<file path="src/rtl/lcd_nibble_tx_if.sv">
// Byte handshake and 4-bit LCD bus for lcd_nibble_tx.
// LCD_TX_BUSY_POLL_EN adds the bidirectional-bus read-back signals.
interface lcd_nibble_tx_if;
  logic       in_valid;
  logic       in_ready;
  logic [7:0] in_byte;
  logic       in_rs;
  logic       in_nibble_only;
  logic [3:0] lcd_data;
  logic       lcd_rs;
  logic       lcd_rw;
  logic       lcd_e;
  logic       busy;
`ifdef LCD_TX_BUSY_POLL_EN
  logic [3:0] lcd_data_in;
  logic       lcd_data_oe;

  modport master (
    output in_valid, in_byte, in_rs, in_nibble_only, lcd_data_in,
    input  in_ready, busy, lcd_data, lcd_rs, lcd_rw, lcd_e, lcd_data_oe
  );
  modport slave (
    input  in_valid, in_byte, in_rs, in_nibble_only, lcd_data_in,
    output in_ready, busy, lcd_data, lcd_rs, lcd_rw, lcd_e, lcd_data_oe
  );
`else
  modport master (
    output in_valid, in_byte, in_rs, in_nibble_only,
    input  in_ready, busy, lcd_data, lcd_rs, lcd_rw, lcd_e
  );
  modport slave (
    input  in_valid, in_byte, in_rs, in_nibble_only,
    output in_ready, busy, lcd_data, lcd_rs, lcd_rw, lcd_e
  );
`endif
endinterface

</file>
<file path="src/rtl/lcd_nibble_tx.sv">
// HD44780 4-bit bus transmitter: byte -> two E-strobed nibbles + execution delay.
// Optional LCD_TX_BUSY_POLL_EN replaces the fixed delay with busy-flag polling.
module lcd_nibble_tx #(
  parameter int unsigned SETUP_CYC      = 2,
  parameter int unsigned E_HIGH_CYC     = 12,
  parameter int unsigned HOLD_CYC       = 1,
  parameter int unsigned NIBBLE_GAP_CYC = 50,
  parameter int unsigned CMD_WAIT_CYC   = 2000,
  parameter int unsigned LONG_WAIT_CYC  = 82000
) (
  input logic            clk,
  input logic            reset,
  lcd_nibble_tx_if.slave bus
);
  localparam int unsigned CW = $clog2(LONG_WAIT_CYC + 1);

  typedef enum logic [3:0] {
    IDLE, SETUP_HI, EHI_HI, HOLD_HI, GAP, SETUP_LO, EHI_LO, HOLD_LO, WAIT
`ifdef LCD_TX_BUSY_POLL_EN
    , P_SETUP1, P_EHI1, P_HOLD1, P_SETUP2, P_EHI2, P_HOLD2, P_GAP
`endif
  } state_t;

  state_t        state;
  logic [CW-1:0] cnt;
  logic [7:0]    byte_q;
  logic          rs_q;
  logic          nib_q;
  logic [3:0]    data_q;
  logic          lrs_q;
  logic          rw_q;
  logic          e_q;
  logic          ready_q;
  logic          long_wait;

  function automatic logic [CW-1:0] reload(input int unsigned n);
    return CW'(n - 1);
  endfunction

  // Clear (0x01) and Home (0x02/0x03) need the long execution time.
  assign long_wait = !rs_q && !nib_q && (byte_q[7:2] == 6'd0);

`ifdef LCD_TX_BUSY_POLL_EN
  logic          oe_q;
  logic          bf_q;
  logic [CW-1:0] tmo;
  logic          is_poll;

  always_comb begin
    is_poll = 1'b0;
    case (state)
      P_SETUP1, P_EHI1, P_HOLD1, P_SETUP2, P_EHI2, P_HOLD2, P_GAP: is_poll = 1'b1;
      default: is_poll = 1'b0;
    endcase
  end

  assign bus.lcd_data_oe = oe_q;
`endif

  always_ff @(posedge clk) begin
    if (reset) begin
      state   <= IDLE;
      cnt     <= '0;
      byte_q  <= '0;
      rs_q    <= 1'b0;
      nib_q   <= 1'b0;
      data_q  <= '0;
      lrs_q   <= 1'b0;
      rw_q    <= 1'b0;
      e_q     <= 1'b0;
      ready_q <= 1'b0;
`ifdef LCD_TX_BUSY_POLL_EN
      oe_q    <= 1'b0;
      bf_q    <= 1'b0;
      tmo     <= '0;
`endif
    end else begin
      if (state == IDLE) begin
        if (ready_q && bus.in_valid) begin
          byte_q  <= bus.in_byte;
          rs_q    <= bus.in_rs;
          nib_q   <= bus.in_nibble_only;
          data_q  <= bus.in_byte[7:4];
          lrs_q   <= bus.in_rs;
          rw_q    <= 1'b0;
          ready_q <= 1'b0;
          state   <= SETUP_HI;
          cnt     <= reload(SETUP_CYC);
`ifdef LCD_TX_BUSY_POLL_EN
          oe_q    <= 1'b1;
`endif
        end else begin
          ready_q <= 1'b1;
        end
      end else if (cnt != '0) begin
        cnt <= cnt - CW'(1);
      end else begin
        case (state)
          SETUP_HI: begin state <= EHI_HI;  cnt <= reload(E_HIGH_CYC); e_q <= 1'b1; end
          EHI_HI:   begin state <= HOLD_HI; cnt <= reload(HOLD_CYC);   e_q <= 1'b0; end
          HOLD_HI: begin
            if (nib_q) begin
              state <= WAIT;
              cnt   <= reload(CMD_WAIT_CYC);
            end else begin
              state <= GAP;
              cnt   <= reload(NIBBLE_GAP_CYC);
            end
          end
          GAP: begin
            state  <= SETUP_LO;
            cnt    <= reload(SETUP_CYC);
            data_q <= byte_q[3:0];
          end
          SETUP_LO: begin state <= EHI_LO;  cnt <= reload(E_HIGH_CYC); e_q <= 1'b1; end
          EHI_LO:   begin state <= HOLD_LO; cnt <= reload(HOLD_CYC);   e_q <= 1'b0; end
          HOLD_LO: begin
`ifdef LCD_TX_BUSY_POLL_EN
            state <= P_SETUP1;
            cnt   <= reload(SETUP_CYC);
            tmo   <= reload(LONG_WAIT_CYC);
            lrs_q <= 1'b0;
            rw_q  <= 1'b1;
            oe_q  <= 1'b0;
`else
            state <= WAIT;
            cnt   <= long_wait ? reload(LONG_WAIT_CYC) : reload(CMD_WAIT_CYC);
`endif
          end
          WAIT: begin
            state   <= IDLE;
            ready_q <= 1'b1;
          end
`ifdef LCD_TX_BUSY_POLL_EN
          P_SETUP1: begin state <= P_EHI1;  cnt <= reload(E_HIGH_CYC); e_q <= 1'b1; end
          P_EHI1: begin
            state <= P_HOLD1;
            cnt   <= reload(HOLD_CYC);
            e_q   <= 1'b0;
            bf_q  <= bus.lcd_data_in[3];
          end
          P_HOLD1:  begin state <= P_SETUP2; cnt <= reload(SETUP_CYC);  end
          P_SETUP2: begin state <= P_EHI2;   cnt <= reload(E_HIGH_CYC); e_q <= 1'b1; end
          P_EHI2:   begin state <= P_HOLD2;  cnt <= reload(HOLD_CYC);   e_q <= 1'b0; end
          P_HOLD2: begin
            if (bf_q) begin
              state <= P_GAP;
              cnt   <= reload(NIBBLE_GAP_CYC);
            end else begin
              state   <= IDLE;
              rw_q    <= 1'b0;
              ready_q <= 1'b1;
            end
          end
          P_GAP: begin state <= P_SETUP1; cnt <= reload(SETUP_CYC); end
`endif
          default: state <= IDLE;
        endcase
      end
`ifdef LCD_TX_BUSY_POLL_EN
      // Placed last so the timeout overrides whatever the poll sequence scheduled.
      if (is_poll) begin
        if (tmo == '0) begin
          state   <= IDLE;
          e_q     <= 1'b0;
          rw_q    <= 1'b0;
          ready_q <= 1'b1;
        end else begin
          tmo <= tmo - CW'(1);
        end
      end
`endif
    end
  end

  assign bus.in_ready = ready_q;
  assign bus.busy     = ~ready_q;
  assign bus.lcd_data = data_q;
  assign bus.lcd_rs   = lrs_q;
  assign bus.lcd_rw   = rw_q;
  assign bus.lcd_e    = e_q;
endmodule
</file>
<file path="src/flat_wrapper.sv">
// flat-port wrapper written by rule: the top's interface ports become plain ports
module lcd_nibble_tx_flat 
#(
  parameter int unsigned SETUP_CYC      = 2,
  parameter int unsigned E_HIGH_CYC     = 12,
  parameter int unsigned HOLD_CYC       = 1,
  parameter int unsigned NIBBLE_GAP_CYC = 50,
  parameter int unsigned CMD_WAIT_CYC   = 2000,
  parameter int unsigned LONG_WAIT_CYC  = 82000
)
  (clk, reset, bus_in_valid, bus_in_byte, bus_in_rs, bus_in_nibble_only, bus_in_ready, bus_busy, bus_lcd_data, bus_lcd_rs, bus_lcd_rw, bus_lcd_e);
  lcd_nibble_tx_if bus_i ();
  input logic clk;
  input logic reset;
  input wire logic [$bits(bus_i.in_valid)-1:0] bus_in_valid;
  input wire logic [$bits(bus_i.in_byte)-1:0] bus_in_byte;
  input wire logic [$bits(bus_i.in_rs)-1:0] bus_in_rs;
  input wire logic [$bits(bus_i.in_nibble_only)-1:0] bus_in_nibble_only;
  output wire logic [$bits(bus_i.in_ready)-1:0] bus_in_ready;
  output wire logic [$bits(bus_i.busy)-1:0] bus_busy;
  output wire logic [$bits(bus_i.lcd_data)-1:0] bus_lcd_data;
  output wire logic [$bits(bus_i.lcd_rs)-1:0] bus_lcd_rs;
  output wire logic [$bits(bus_i.lcd_rw)-1:0] bus_lcd_rw;
  output wire logic [$bits(bus_i.lcd_e)-1:0] bus_lcd_e;
  assign bus_i.in_valid = bus_in_valid;
  assign bus_i.in_byte = bus_in_byte;
  assign bus_i.in_rs = bus_in_rs;
  assign bus_i.in_nibble_only = bus_in_nibble_only;
  assign bus_in_ready = bus_i.in_ready;
  assign bus_busy = bus_i.busy;
  assign bus_lcd_data = bus_i.lcd_data;
  assign bus_lcd_rs = bus_i.lcd_rs;
  assign bus_lcd_rw = bus_i.lcd_rw;
  assign bus_lcd_e = bus_i.lcd_e;
  lcd_nibble_tx #(.SETUP_CYC(SETUP_CYC), .E_HIGH_CYC(E_HIGH_CYC), .HOLD_CYC(HOLD_CYC), .NIBBLE_GAP_CYC(NIBBLE_GAP_CYC), .CMD_WAIT_CYC(CMD_WAIT_CYC), .LONG_WAIT_CYC(LONG_WAIT_CYC)) u_core (.clk(clk), .reset(reset), .bus(bus_i));
endmodule
</file>
<file path="config.mk">
export PLATFORM = sky130hd
export DESIGN_NAME = lcd_nibble_tx_flat
export DESIGN_NICKNAME = d
export VERILOG_FILES = /design/src/rtl/lcd_nibble_tx_if.sv /design/src/rtl/lcd_nibble_tx.sv /design/src/flat_wrapper.sv
export SDC_FILE = /design/constraint.sdc
export NUM_CORES = 1
export LEC_CHECK = 0
export ABC_AREA = 0
export BUFFER_PORTS_ARGS = -buffer_cell sky130_fd_sc_hd__buf_4
export CAP_MARGIN = 40
export CORE_MARGIN = 8
export CORE_UTILIZATION = 25
export DETAILED_ROUTE_END_ITERATION = 7
export SLEW_MARGIN = 15
export SYNTH_ARGS = -nofsm -noshare
export SYNTH_HDL_FRONTEND = slang
export SYNTH_SLANG_ARGS = --single-unit
</file>
<file path="constraint.sdc">
create_clock -name clk -period 2.83 [get_ports clk]
set_input_delay 0.283 -clock clk [delete_from_list [all_inputs] [get_ports clk]]
set_output_delay 0.283 -clock clk [all_outputs]
set_load 0.05 [all_outputs]
</file>
Yosys cells after proc, flatten, opt, wreduce, memory -nomap -nowiden

Cells that the tools add are included.
W data, S select, Z words.

Logic and storage cells: 62
Input bits: 13
Bits in registers: 37
Output and inout bits: 9

Mux-type cells: 20
Bitwise operators: 3
Add/subtract/negate cells: 1
Reduce and logical (&&, ||, !) cells: 20
Eq/ne operators: 10

Operators by type and width:

| cell                    | count |
|---|---|
| $pmux W17 S5            | 1 |
| $mux W17                | 4 |
| $mux W4                 | 8 |
| $pmux W4 S7             | 1 |
| $reduce_bool A17 Y1     | 1 |
| $sub A17 B1 Y17 const B | 1 |
| $eq A4 B3 Y1 const B    | 4 |
| $mux W11                | 1 |
| $eq A4 B2 Y1 const B    | 2 |
| $reduce_and A2 Y1       | 4 |
| $reduce_bool A7 Y1      | 1 |
| $logic_not A6 Y1        | 1 |
| $reduce_and A3 Y1       | 2 |
| $reduce_bool A2 Y1      | 3 |
| $eq A4 B1 Y1 const B    | 1 |
| $eq A4 B4 Y1 const B    | 1 |
| $logic_not A4 Y1        | 1 |
| $mux W1                 | 4 |
| $reduce_or A2 Y1        | 2 |
| $logic_and A1 B1 Y1     | 3 |
| $not A1 Y1              | 3 |
| $logic_not A1 Y1        | 2 |
| $ne A2 B1 Y1 const B    | 1 |
| $ne A2 B2 Y1 const B    | 1 |
| $pmux W1 S2             | 1 |

Depth between registers and ports, before layout

Word-level depth: 7
Gate-level depth with buffers: 8
Depth with buffers taken out: 7

Worst setup path after synthesis

Ideal clock, no wire load.

Path type: reg2reg
Start: reg u_core.cnt[4]
End: reg u_core.cnt[15]
Clock period less this slack: 2.344 ns
Data required time: 2.760 ns
Cell stages (with the launch flop): 7
Arrival: 2.273 ns
Setup time: 0.070 ns
Slack: 0.486 ns
Buffers on the path: 1
Cell sequence: dfxtp_1 or4_1 buf_2 or2_1 a2111o_1 or4_1 a21oi_1

Longest elaborated chain between the ends: 3
Elaborated cells between the ends (all ways): 6
Classes of those cells: add/sub: 1; mux: 2; reduce/logical: 3

RTL lines:

| element                                                | line                                     | RTL |
|---|---|---|
| from (decl)                                            | lcd_nibble_tx.sv:25                      | `logic [CW-1:0] cnt;` |
| from (signal assigned)                                 | lcd_nibble_tx.sv:88                      | `cnt <= reload(SETUP_CYC);` |
| from (signal assigned)                                 | lcd_nibble_tx.sv:96                      | `cnt <= cnt - CW'(1);` |
| from (signal assigned)                                 | lcd_nibble_tx.sv:104                     | `cnt <= reload(CMD_WAIT_CYC);` |
| $sub A17 B1 Y17 or $reduce_bool A17 Y1 (tied branches) | lcd_nibble_tx.sv:96, lcd_nibble_tx.sv:95 |  |
| $mux W17 or $reduce_bool A7 Y1 (tied branches)         | n/a                                      |  |
| $mux W17 or $reduce_and A2 Y1 (tied branches)          | n/a                                      |  |

Several ways; a longest one is shown, not always the timed one.
A chain may end at the register's enable or synchronous reset.

Worst setup path in the final report

Same ends and word-level chain as after synthesis.

==> results.yml <==
logic_synthesis:
  avgSynthCellArea_um2: 7.83
  syn_area_um2: 2030
  synth_top_area_cell: "dfxtp_1"
  synth_nets: 274
  ys_ff_latch: 37
  synth_top_area_share_pct: 36.5
  yosysSeqAreaShare_pct: 36.5
  synth_top_cells_by_area: "dfxtp_1 37%, a21oi_1 6.2%, nand2_1 5.4%, nor4_1 3.4%, clkbuf_1 3.3%"
  synth_top_cells_by_count: "37 x dfxtp_1, 29 x nand2_1, 25 x a21oi_1"
  yosysWarnings: 0
  synthArstFlopShare_pct: 0
  synthMostInstantiatedCell: "dfxtp_1"
  synth_flop_cell: "dfxtp_1"
  synth.distinct_cells: 48
  synth_edf_count: 0
  synth_cells: 259
clocking:
  ctsResizeCount: 0
  cts_buffers: 5
  cts_tree: "built"
  worstSkewPairLatency_ps: 290
  cts_sinks: 37
  clkSlewWorstSetupHoldPaths_ps: 80
  clockBufferDepth: 2
  holdBufCountCts: 0
  postCtsSetupBuffers: 0
  htree_levels: 2
  cts_root_buf: "clkbuf_8"
cells_and_area:
  diodes: 0
  drive_gt1_share_pct: 16.2
  fill_cells: 850
  seq_area_um2: 741
  fin_util_pct: 30.2
  final_nets: 291
  stdcell_count: 382
  multi_input_area_um2: 1170
  syn_to_final_growth_pct: 19.8
sta:
  finalSetupViolations: 0
  hold_viol_final: 0
  post-route-min-period_ps: 2460
  hold_slack_ps: 238
  drv_slew: 0
  skew_ps: 10.2
  relSlewSlack_pct: 59.9
  tightest_slew_ps: 596
  fin_crit_sh_pct: 87.0
  fin_tns_setup_ps: 0
  rsz0062_at_grt: "no"
  fmax_mhz: 406
setup_path:
  r2r-start: "u_core.cnt[4]"
  cp-end-kind: "flip-flop"
  crit_path_start_kind: "flip-flop"
  arrival_ps: 2690
  ff2ff_path_depth: 5
  regToRegEndpoint: "u_core.cnt[15]"
  critical_path.max_fanout: 8
  r2r_setup_slack_ps: 370
  required_ps: 3060
  worstSetupPathType: "reg2reg"
power_and_ir_drop:
  power_mw: 3.07
  ir_worst_vdd_uv: 526
  power_density_nw_per_um2: 1260
  power_leakage_nw: 0.918
global_route:
  grt.total_usage_pct: 9.32
  grt.overflow.total: 0
  grt_pass1_vias: 1803
  grt_max_degree: 36
  antenna_found_initial: 0
  grt_pass1_wl_um: 8760
floorplanning:
  rows: 33
  fp.dieH_um: 106
  die_x_um: 106
  coreArea_um2: 8050
  io_pins: 22
  die-area_um2: 11200
  initial_core_util_pct: 25.2
routing:
  wl_um: 5130
  routedWlPerCell_um: 13.4
  viasPerCell: 5.18
  via_count: 1978
  first_iter_violations: 174
  drt_pre_antenna_iters: 4
  ant_nets: 0
  route.detailed.drc: 0
status:
  status: "finished clean"
worst_hold_path:
  hold-path-endpoint: "u_core.byte_q[2]"
  hold_path_class: "in2reg"
  hp-start: "bus_in_byte[2]"
  hold_path_depth: 3
placement:
  port_buffers: 20
  dp_hpwl_um: 3710
  gp_congestion: 0.859
  place_inst: 374
job:
  maxCapViolCount: 0
-- worst max-delay path by stage --
stage,endpoint,start,cells after the start,slack [ps]
floorplan,u_core.cnt[15],u_core.cnt[4],6,490
global placement,u_core.cnt[15],u_core.cnt[4],5,430
detailed placement,u_core.cnt[15],u_core.cnt[4],5,390
CTS,u_core.cnt[15],u_core.cnt[4],5,380
global route,u_core.cnt[16],u_core.cnt[4],6,190
finish,u_core.cnt[15],u_core.cnt[4],5,370
-- cell families (layout without fill, tap and decap cells) --
| logic type | after synthesis | count (layout) | synth area share (%) |
|---|---|---|---|
| fa+ha+maj | 2 | 2 | 1.23 |
| xor+xnor | 3 | 3 | 1.30 |
| other cells | 1 | 1 | 0.185 |
| mux | 5 | 5 | 2.47 |
| buf+inv | 30 | 48 | 5.86 |
| flops | 37 | 37 | 36.5 |
| simple gates | 94 | 94 | 23.1 |
| compound gates | 87 | 87 | 29.3 |
-- placed cells by master (no fill, tap or decap), types with 3 or more instances in the layout --
cell type and instances:
buf_4 31, o22ai_1 4, nand2_1 29, o31ai_1 8
a221o_1 3, clkbuf_8 6, or2_2 4, nor3_1 6
or3_1 6, a211oi_1 5, o21ai_0 9, inv_1 9
or4_1 6, dfxtp_1 37, nor2_1 18, o2bb2ai_1 3
nor4_1 10, nand3_1 5, a21oi_1 25, a31oi_1 8
mux2i_1 5
-- critical path: stages, from the launching register on --
cell      delay [ps]
dfxtp_1          370
or4_1            650
or2_1            300
a2111o_1         450
or4_1            490
a21oi_1          150
-- where the power goes --
group	switching (mW)	internal [mW]	total, mW
Combinational	1.12	0.687	1.81
Sequential	0.143	0.641	0.784
Clock	0.188	0.287	0.475
-- flip-flops by register name (all words and copies together) (netlist names) --
name / cells
u_core.cnt: 17
u_core.nib_q: 1
u_core.byte_q: 8
u_core.bus.in_ready: 1
u_core.bus.lcd_e: 1
u_core.bus.lcd_rs: 1
u_core.bus.lcd_data: 4
u_core.state: 4
-- metrics by stage --
step	setup WS (ps)	area (um2)
CTS	384	2430
floorplan	486	2030
global placement	432	2310
global route	188	2430
detailed placement	395	2310
finish	368	2430
-- layout make-up --
cell class	count	area share [%]
timing repair buffer	31	9.58
multi-input combinational	192	48.3
inverter	9	1.39
sequential	37	30.5
clock buffer	7	3.55
clock inverter	1	1.24
tap	105	5.41
-- layer usage --
metal / global-route usage [%] / wire [um] / vias to the layer above
met5: 0 / 0 / -
met2: 14.1 / 2330 / 41
met1: 12.4 / 2540 / 931
met3: 1.88 / 174 / 6
met4: 4.52 / 89 / 0
li1: - / - / 1000
Power figures use the tool's default switching activity.
